<file path="src/rtl/i2s_pkg.sv">
// -----------------------------------------------------------------------------
// i2s_pkg
// Shared I2S definitions used by both the transmit and capture paths.
//   SLOT_WIDTH / FRAME_BITS : fixed 32-bit slots, 64 SCK per stereo frame
//   BIT_CNT_*               : frame bit counter width, reset and wrap values
//   i2s_frame_t             : one 24-bit stereo sample pair
//   ws_for_bit()            : word-select level for a given frame bit position
// -----------------------------------------------------------------------------
package i2s_pkg;

  localparam int SLOT_WIDTH = 32;
  localparam int FRAME_BITS = 64;
  localparam int BIT_CNT_W  = 6;

  // Reset parks the counter two strobes before the first frame load.
  localparam logic [BIT_CNT_W-1:0] BIT_CNT_RST  = 6'd62;
  localparam logic [BIT_CNT_W-1:0] BIT_CNT_LAST = 6'd63;

  typedef struct packed {
    logic [23:0] left;
    logic [23:0] right;
  } i2s_frame_t;

  // WS leads the slot MSB by one SCK: low for {63, 0..30}, high for {31..62}.
  function automatic logic ws_for_bit(input logic [BIT_CNT_W-1:0] bit_pos);
    return (bit_pos >= 6'd31) && (bit_pos <= 6'd62);
  endfunction

endpackage

</file>
<file path="src/rtl/i2s_clk_gen.sv">
// -----------------------------------------------------------------------------
// i2s_clk_gen
// I2S master timing: divides clk down to SCK, tracks the frame bit position
// and drives WS. Reusable by the capture path.
//
// Ports
//   clk       in   system clock
//   rst_n     in   asynchronous active-low reset
//   en        in   1 = run; 0 = park SCK low and hold counters at reset values
//   sck       out  serial bit clock, 50% duty, period 2*CLK_DIV clk
//   ws        out  word select (0 = left, 1 = right), changes on SCK fall
//   fall_stb  out  high in the clk cycle whose closing edge takes SCK 1->0
//   bit_cnt   out  current frame bit position 0..63
// -----------------------------------------------------------------------------
module i2s_clk_gen
  import i2s_pkg::*;
#(
  parameter int CLK_DIV = 16
) (
  input  logic                 clk,
  input  logic                 rst_n,
  input  logic                 en,
  output logic                 sck,
  output logic                 ws,
  output logic                 fall_stb,
  output logic [BIT_CNT_W-1:0] bit_cnt
);

  localparam int DIV_W = (CLK_DIV > 1) ? $clog2(CLK_DIV) : 1;
  localparam logic [DIV_W-1:0] DIV_LAST = DIV_W'(CLK_DIV - 1);

  logic [DIV_W-1:0]     div_cnt_q, div_cnt_d;
  logic                 sck_q, sck_d;
  logic                 ws_q, ws_d;
  logic [BIT_CNT_W-1:0] bit_cnt_q, bit_cnt_d;
  logic                 div_tc;

  always_comb begin
    div_tc    = en && (div_cnt_q == DIV_LAST);
    fall_stb  = div_tc && sck_q;
    div_cnt_d = div_cnt_q;
    sck_d     = sck_q;
    ws_d      = ws_q;
    bit_cnt_d = bit_cnt_q;
    if (!en) begin
      // Synchronous park: everything back to the post-reset position.
      div_cnt_d = '0;
      sck_d     = 1'b0;
      ws_d      = 1'b1;
      bit_cnt_d = BIT_CNT_RST;
    end else begin
      div_cnt_d = div_tc ? '0 : div_cnt_q + 1'b1;
      if (div_tc) begin
        sck_d = ~sck_q;
      end
      if (fall_stb) begin
        bit_cnt_d = bit_cnt_q + 1'b1;
        ws_d      = ws_for_bit(bit_cnt_d);
      end
    end
  end

  always_ff @(posedge clk or negedge rst_n) begin
    if (!rst_n) begin
      div_cnt_q <= '0;
      sck_q     <= 1'b0;
      ws_q      <= 1'b1;
      bit_cnt_q <= BIT_CNT_RST;
    end else begin
      div_cnt_q <= div_cnt_d;
      sck_q     <= sck_d;
      ws_q      <= ws_d;
      bit_cnt_q <= bit_cnt_d;
    end
  end

  assign sck     = sck_q;
  assign ws      = ws_q;
  assign bit_cnt = bit_cnt_q;

endmodule

</file>
<file path="src/rtl/i2s_tx.sv">
// -----------------------------------------------------------------------------
// i2s_tx
// Philips I2S master transmitter. Accepts one stereo frame per valid/ready
// handshake into a one-frame holding buffer and serialises it MSB first, one
// SCK after the WS edge, toward an external DAC/codec.
//
// Ports
//   clk          in   system clock
//   rst_n        in   asynchronous active-low reset
//   en           in   1 = run; 0 = halt, SCK parked low, frame in flight dropped
//   s_left       in   left sample, two's complement, DATA_WIDTH bits
//   s_right      in   right sample, DATA_WIDTH bits
//   s_valid      in   frame offered
//   s_ready      out  holding buffer empty (registered)
//   i2s_sck      out  serial bit clock
//   i2s_ws       out  word select, 0 = left, 1 = right
//   i2s_sd       out  serial data, changes on SCK fall
//   frame_start  out  1-clk pulse when a frame is loaded into the shifter
//   underrun     out  1-clk pulse when a frame starts with the buffer empty
//
// Build option
//   I2S_TX_HOLD_LAST_EN : when defined, an underrun repeats the last
//                         transmitted frame (zero after reset) instead of
//                         sending silence.
// -----------------------------------------------------------------------------
module i2s_tx
  import i2s_pkg::*;
#(
  parameter int CLK_DIV    = 16,
  parameter int DATA_WIDTH = 24
) (
  input  logic                  clk,
  input  logic                  rst_n,
  input  logic                  en,
  input  logic [DATA_WIDTH-1:0] s_left,
  input  logic [DATA_WIDTH-1:0] s_right,
  input  logic                  s_valid,
  output logic                  s_ready,
  output logic                  i2s_sck,
  output logic                  i2s_ws,
  output logic                  i2s_sd,
  output logic                  frame_start,
  output logic                  underrun
);

  localparam int PAD = SLOT_WIDTH - DATA_WIDTH;

  logic                 fall_stb;
  logic [BIT_CNT_W-1:0] bit_cnt;

  i2s_clk_gen #(
    .CLK_DIV (CLK_DIV)
  ) u_clk_gen (
    .clk      (clk),
    .rst_n    (rst_n),
    .en       (en),
    .sck      (i2s_sck),
    .ws       (i2s_ws),
    .fall_stb (fall_stb),
    .bit_cnt  (bit_cnt)
  );

  // Frames are stored already laid out as two left-justified 32-bit slots,
  // so the shifter simply walks MSB to LSB across the whole 64-bit frame.
  logic [FRAME_BITS-1:0] hold_q, hold_d;
  logic                  hold_full_q, hold_full_d;
  logic [FRAME_BITS-1:0] shift_q, shift_d;
  logic                  sd_q, sd_d;
  logic                  frame_start_q, frame_start_d;
  logic                  underrun_q, underrun_d;
  logic [SLOT_WIDTH-1:0] in_left_slot, in_right_slot;
  logic                  accept;
  logic                  load;
`ifdef I2S_TX_HOLD_LAST_EN
  logic [FRAME_BITS-1:0] last_q, last_d;
`endif

  always_comb begin
    in_left_slot  = SLOT_WIDTH'(s_left) << PAD;
    in_right_slot = SLOT_WIDTH'(s_right) << PAD;
    accept        = s_valid && !hold_full_q;
    load          = fall_stb && (bit_cnt == BIT_CNT_LAST);

    hold_d        = hold_q;
    hold_full_d   = hold_full_q;
    shift_d       = shift_q;
    sd_d          = sd_q;
    frame_start_d = 1'b0;
    underrun_d    = 1'b0;
`ifdef I2S_TX_HOLD_LAST_EN
    last_d        = last_q;
`endif

    // Accept and load are mutually exclusive: load needs a full buffer,
    // accept needs an empty one. Accepting stays possible while en=0.
    if (accept) begin
      hold_d      = {in_left_slot, in_right_slot};
      hold_full_d = 1'b1;
    end

    if (!en) begin
      shift_d = '0;
      sd_d    = 1'b0;
    end else if (load) begin
      frame_start_d = 1'b1;
      if (hold_full_q) begin
        shift_d     = hold_q;
        hold_full_d = 1'b0;
`ifdef I2S_TX_HOLD_LAST_EN
        last_d      = hold_q;
`endif
      end else begin
        underrun_d = 1'b1;
`ifdef I2S_TX_HOLD_LAST_EN
        shift_d    = last_q;
`else
        shift_d    = '0;
`endif
      end
      // Left MSB goes out in the same update as the load.
      sd_d = shift_d[FRAME_BITS-1];
    end else if (fall_stb) begin
      shift_d = shift_q << 1;
      sd_d    = shift_d[FRAME_BITS-1];
    end
  end

  always_ff @(posedge clk or negedge rst_n) begin
    if (!rst_n) begin
      hold_q        <= '0;
      hold_full_q   <= 1'b0;
      shift_q       <= '0;
      sd_q          <= 1'b0;
      frame_start_q <= 1'b0;
      underrun_q    <= 1'b0;
    end else begin
      hold_q        <= hold_d;
      hold_full_q   <= hold_full_d;
      shift_q       <= shift_d;
      sd_q          <= sd_d;
      frame_start_q <= frame_start_d;
      underrun_q    <= underrun_d;
    end
  end

`ifdef I2S_TX_HOLD_LAST_EN
  always_ff @(posedge clk or negedge rst_n) begin
    if (!rst_n) begin
      last_q <= '0;
    end else begin
      last_q <= last_d;
    end
  end
`endif

  assign s_ready     = ~hold_full_q;
  assign i2s_sd      = sd_q;
  assign frame_start = frame_start_q;
  assign underrun    = underrun_q;

endmodule

</file>
<file path="config.mk">
export PLATFORM = sky130hd
export DESIGN_NAME = i2s_tx
export DESIGN_NICKNAME = d
export VERILOG_FILES = /design/src/rtl/i2s_pkg.sv /design/src/rtl/i2s_clk_gen.sv /design/src/rtl/i2s_tx.sv
export SDC_FILE = /design/constraint.sdc
export NUM_CORES = 1
export LEC_CHECK = 0
export CAP_MARGIN = 20
export CORE_MARGIN = 2
export CORE_UTILIZATION = 45
export DETAILED_ROUTE_END_ITERATION = 16
export MAX_ROUTING_LAYER = met4
export PLACE_DENSITY = 0.74
export SYNTH_ARGS = -nofsm -noshare
export SYNTH_HDL_FRONTEND = slang
export SYNTH_SLANG_ARGS = --single-unit
export TNS_END_PERCENT = 5
</file>
<file path="constraint.sdc">
create_clock -name clk -period 1.75 [get_ports clk]
set_input_delay 0.175 -clock clk [delete_from_list [all_inputs] [get_ports clk]]
set_output_delay 0.175 -clock clk [all_outputs]
set_load 0.01 [all_outputs]
</file>
Word level (Yosys, flattened, before mapping). Index checks and enable logic that the tools add are counted. Widths: inputs -> output; s select.

Memories kept: 0. Bits in read-only memories: 0. RAM bits: 0. Flip-flop bits (word level): 127. Latch bits: 0. Output and inout bits: 6. Input bits: 52.

Bitwise operators: 2. Div/mod/pow operators: 0. Shift-type cells: 0. Order comparisons: 2. Equal/unequal tests: 5. $mul: 0. $add $sub $neg: 2. Mux-type cells: 24. Reductions and logical operators: 6.

Operator list (number): $mux 63 (3); $mux 64 (1); $mux 1 (16); $mux 6 (2); $mux 4 (2); $add 6x1->6 const B (1); $eq 6x6->1 const B (1); $ge 6x5->1 const B (1); $le 6x6->1 const B (1); $logic_and 1x1->1 (5); $add 4x1->4 const B (1); $eq 4x4->1 const B (1); $ne 2x1->1 const B (2); $ne 3x1->1 const B (1); $not 1->1 (2); $logic_not 1->1 (1).

Logic depth before layout (Yosys ltp).
Depth in word-level cells: 6. Depth in mapped cells: 8. Depth with buffers taken out: 6.

Cells and area by module. A second synthesis with hierarchy kept.

Cell total of the unflattened synthesis: 471. Area total of the unflattened synthesis: 5439.0 um^2.

By module, submodules not included: i2s_tx (area each 4772.1 um^2, cells each 405, times used 1); i2s_clk_gen (area each 666.9 um^2, cells each 66, times used 1).

Worst setup path before layout. OpenSTA, ideal clock, no wires.

Path kind: reg2reg. Start point: reg u_clk_gen.bit_cnt_q[1], in the netlist u_clk_gen.bit_cnt[1]. End point: reg hold_full_q. Arrival time: 1.572 ns. Setup slack: 0.060 ns. Required time: 1.632 ns. Library setup time: 0.118 ns. Period minus slack after synthesis: 1.690 ns. Cell stages (with the launch flop): 7. Buffers on the path: 2. Cell sequence: dfstp_2 ha_1 and4_1 buf_4 buf_2 nand3_1 a21o_1.

Word-level cells in the longest chain between the ends: 4.

RTL lines: start: declaration (RTL line i2s_clk_gen.sv:35) `logic [BIT_CNT_W-1:0] bit_cnt_q, bit_cnt_d;`; start signal: assignment (RTL line i2s_clk_gen.sv:73) `bit_cnt_q <= bit_cnt_d;`; $eq 6x6->1 (RTL line i2s_tx.sv:82) `load = fall_stb && (bit_cnt == BIT_CNT_LAST);`; $logic_and 1x1->1 (RTL line i2s_tx.sv:82); $mux 1 (RTL line i2s_tx.sv:104) `end else if (load) begin`; $mux 1 (RTL line i2s_tx.sv:101) `if (!en) begin`; net hold_full_d (RTL line i2s_tx.sv:66) `logic hold_full_q, hold_full_d;`; end signal: assignment (RTL line i2s_tx.sv:138) `hold_full_q <= hold_full_d;`; end: declaration (RTL line i2s_tx.sv:66).

The timed path passes the listed nets, and every way through them passes these cells. A chain may end at the register's enable or synchronous reset.

Worst setup path after layout.
Start point: reg u_clk_gen.bit_cnt_q[1], in the netlist u_clk_gen.bit_cnt[1]. End point: reg u_clk_gen.ws_q, in the netlist u_clk_gen.ws.

Word-level cells in the longest chain between the ends: 5. Elaborated cells between the ends (all ways): 6. Those cells by class: 1 x add/sub; 2 x order compare; 2 x mux; 1 x reduce/logical.

RTL lines: $add 6x1->6 (*) (RTL line i2s_clk_gen.sv:57) `bit_cnt_d = bit_cnt_q + 1'b1;`; $ge 6x5->1 / $le 6x6->1 (equally long branches) (RTL line i2s_pkg.sv:26) `return (bit_pos >= 6'd31) && (bit_pos <= 6'd62);`; $logic_and 1x1->1 (*) (RTL line i2s_pkg.sv:26); $mux 1 (*) (RTL line i2s_clk_gen.sv:56) `if (fall_stb) begin`; $mux 1 (*) (RTL line i2s_clk_gen.sv:45) `if (!en) begin`; end signal: assignment (RTL line i2s_clk_gen.sv:72) `ws_q <= ws_d;`; end: declaration (RTL line i2s_clk_gen.sv:34) `logic ws_q, ws_d;`.

Every way passes the cells marked *; elsewhere a longest branch is shown, timed or not. The select of a mux whose other input is x is not followed.

==> results.json <==
{
  "die_x_um": 113,
  "finalMaxSlewViolations": 0,
  "grt_pass1_wl_um": 19400,
  "track_usage": 0.197,
  "cp_cell_sequence": "buf_4 > nand2_1 > xor2_1 > o31ai_2 > a21oi_1 > o311ai_0",
  "cts_tree": "done",
  "ys_seq_elements": 119,
  "dr_total_vias": 3998,
  "power_frac_comb": 0.100,
  "ant_nets": 0,
  "dp_hpwl_um": 7090,
  "fmax_ghz": 0.600,
  "regArea_sq_mm": 0.00299,
  "wirelength_um": 11900,
  "holdCritPathClass": "input port to flop",
  "hp-start": "en",
  "synthFlopType": "dfrtp_1",
  "synthTopCellsByCount": "dfrtp_1, nand3_1, nand2_1",
  "fp.dieH_um": 113,
  "clockBufferDepth": 2,
  "cp_slowest_stage_delay_ns": 0.55,
  "grt_max_degree": 63,
  "r2r_start": "u_clk_gen.bit_cnt[1]",
  "drive_gt1_frac": 0.220,
  "internal_power_w": 0.00564,
  "cts-root-buf": "clkbuf_16",
  "io_buffer_count": 57,
  "crit_type": "flop to flop",
  "p_per_area_mw_per_mm2": 1080,
  "critPathLaunchType": "flop",
  "rsz0062_at_grt": "yes",
  "cp.required_ns": 2.05,
  "timing.critical_path.fanout_max": 6,
  "fin_util": 0.597,
  "rows": 39,
  "maxCapViolCount": 0,
  "min_period_over_period": 0.952,
  "core_sq_mm": 0.0115,
  "fin_skew_ns": 0.00569,
  "setup_violations": 0,
  "area_growth_pct": 28.4,
  "clock_sinks": 119,
  "critPathTopFamily": "compound AO/OA/AOI/OAI gates",
  "htree_num_levels": 4,
  "drtPass1Iterations": 5,
  "drt_iter0_drc": 288,
  "synth_edf_count": 0,
  "drc_errors": 0,
  "gp_congestion": 0.746,
  "synth.distinct_cells": 32,
  "slew_headroom": 0.732,
  "synth_top_area_frac": 0.528,
  "n_fill_cell": 903,
  "vias_per_cell": 5.77,
  "seq_power_share": 0.469,
  "outcome": "complete, no violations",
  "netlist_area_sq_mm": 0.00535,
  "async_flop_share": 1.00,
  "synth.most_common_cell": "dfrtp_1",
  "p_switching_w": 0.00176,
  "clock_latency_ns": 0.41,
  "ys_seq_area_frac": 0.558,
  "cts_made_buffers": 17,
  "p_leak_nw": 3.35,
  "syn_inst": 479,
  "cp-end-kind": "flop",
  "clkTransAtPathRegs_ns": 0.06,
  "ir_drop_uv": 657,
  "arrival_ns": 1.96,
  "final_area_sq_mm": 0.00687,
  "synth_top_area_cell": "dfrtp_1",
  "placed_area_sq_mm": 0.00619,
  "start_util": 0.465,
  "avgSynthCellArea_sq_um": 11.2,
  "cp_slowest_cell": "dfstp_2",
  "startpoint": "u_clk_gen.bit_cnt[1]",
  "fin_nets": 593,
  "wl_per_cell_um": 17.1,
  "multiInputGateArea_sq_mm": 0.00219,
  "hold_viol": 0,
  "finalCriticalPeriod_ns": 1.67,
  "worst-path-buf-inv": 1,
  "antenna_found_initial": 0,
  "grt_pass1_vias": 4028,
  "worstMarginPinSlew_ns": 0.402,
  "p_sw_frac": 0.238,
  "dieArea_sq_mm": 0.0128,
  "io_pins": 58,
  "pwr-share-clk": 0.432,
  "yosys_warnings": 0,
  "synth_nets": 535,
  "grt.overflow.total": 0,
  "ys_top_cells_by_area": "dfrtp_1, mux2_2, nand3_1",
  "diodes": 0
}
==> timing repair <==
item                       CTS  global route
pin swaps                    0             1
setup endpoints to repair    8            49
gates cloned                 0             3
setup buffers                0             2
resized for setup            1             6
hold buffers                 1             0
hold endpoints to repair    22             0
==> power by group through the flow <==
stage,combinational [W],clock (W),sequential [W]
floorplan,0.000478,0,0.00339
global placement,0.000705,0,0.00350
detailed placement,0.000744,0,0.00351
CTS,0.000750,0.00325,0.00347
global route,0.000813,0.00338,0.00352
finish,0.000736,0.00319,0.00347
==> worst register-to-register path: stages (launching register included) <==
cell and delay (ns):
dfstp_2 0.55, buf_4 0.14, nand2_1 0.07, xor2_1 0.14, o31ai_2 0.22, a21oi_1 0.10, o311ai_0 0.34
==> metal layers <==
metal	vias to the layer above	global-route usage	wire (um)
met5	-	-	0
met4	0	0.0992	410
met3	32	0.0487	501
met2	115	0.297	5960
met1	2012	0.248	5000
li1	1839	-	-
==> per-stage QoR <==
step | hold slack, ns | instances | TNS, ns | setup slack [ns] | power, W
2_1_floorplan | -0.121 | 479 | 0 | 0.0598 | 0.00387
3_3_place_gp | 0.137 | 655 | 0 | 0.0530 | 0.00421
3_5_place_dp | 0.137 | 655 | 0 | 0.00151 | 0.00426
4_1_cts | 0.135 | 688 | 0 | 0.00451 | 0.00747
5_1_grt | 0.162 | 693 | -0.0333 | -0.0333 | 0.00772
6_report | 0.146 | 693 | 0 | 0.0838 | 0.00739
==> kinds of logic after synthesis <==
| group | synth area share |
|---|---|
| AOI/OAI and AO/OA | 0.114 |
| xor gates and xnor gates | 0.00982 |
| adders and majority gates | 0.00935 |
| buffers and inverters | 0.0419 |
| DFF | 0.558 |
| muxes | 0.101 |
| and+or+nand+nor | 0.166 |
==> final timing paths <==
check	to	slack, ns	cells past startpoint
worst max-delay path	u_clk_gen.ws	0.08	6
worst min-delay path	u_clk_gen.div_cnt_q[0]	0.15	3
worst max register to register	u_clk_gen.ws	0.08	6
worst min register to register	hold_q[22]	0.51	1
max in group asynchronous	shift_q[53]	0.88	3
min in group asynchronous	hold_q[17]	0.24	2
==> flip-flops by register name, indices dropped and copies added, names as in the netlist <==
signal and flops:
shift_q 55, hold_q 48, u_clk_gen.bit_cnt 6, u_clk_gen.div_cnt_q 4, frame_start 1, hold_full_q 1, i2s_sd 1, u_clk_gen.sck 1
u_clk_gen.ws 1, underrun 1
==> cell usage in the layout, fill, tap and decap left out, drive strengths merged, types with 2 or more instances in the layout <==
| cell | synthesis | layout |
|---|---|---|
| nand3 | 98 | 98 |
| mux2 | 48 | 48 |
| dfstp | 6 | 6 |
| and3 | 3 | 3 |
| nor2 | 5 | 5 |
| buf | 22 | 23 |
| a22oi | 8 | 8 |
| clkdlybuf4s50 | 0 | 55 |
| nor2b | 9 | 9 |
| a21boi | 2 | 2 |
| nand2 | 57 | 57 |
| o211a | 47 | 47 |
| clkbuf | 21 | 21 |
| o21ai | 4 | 4 |
| xnor2 | 2 | 2 |
| xor2 | 4 | 4 |
| and2 | 4 | 4 |
| clkinv | 0 | 10 |
| clkinvlp | 0 | 3 |
| ha | 4 | 4 |
| nand4 | 6 | 6 |
| dfrtp | 113 | 113 |
| inv | 6 | 6 |
| a21oi | 3 | 3 |
==> cell type report <==
cell class / instances / area share
clock buffers: 18 / 0.0639
clock inverters: 14 / 0.0160
inverters: 6 / 0.00328
multi-input cells: 311 / 0.319
flip-flops and latches: 119 / 0.435
well taps: 143 / 0.0260
repair buffers: 82 / 0.137
Note: power is estimated with default switching activity, not from simulation.
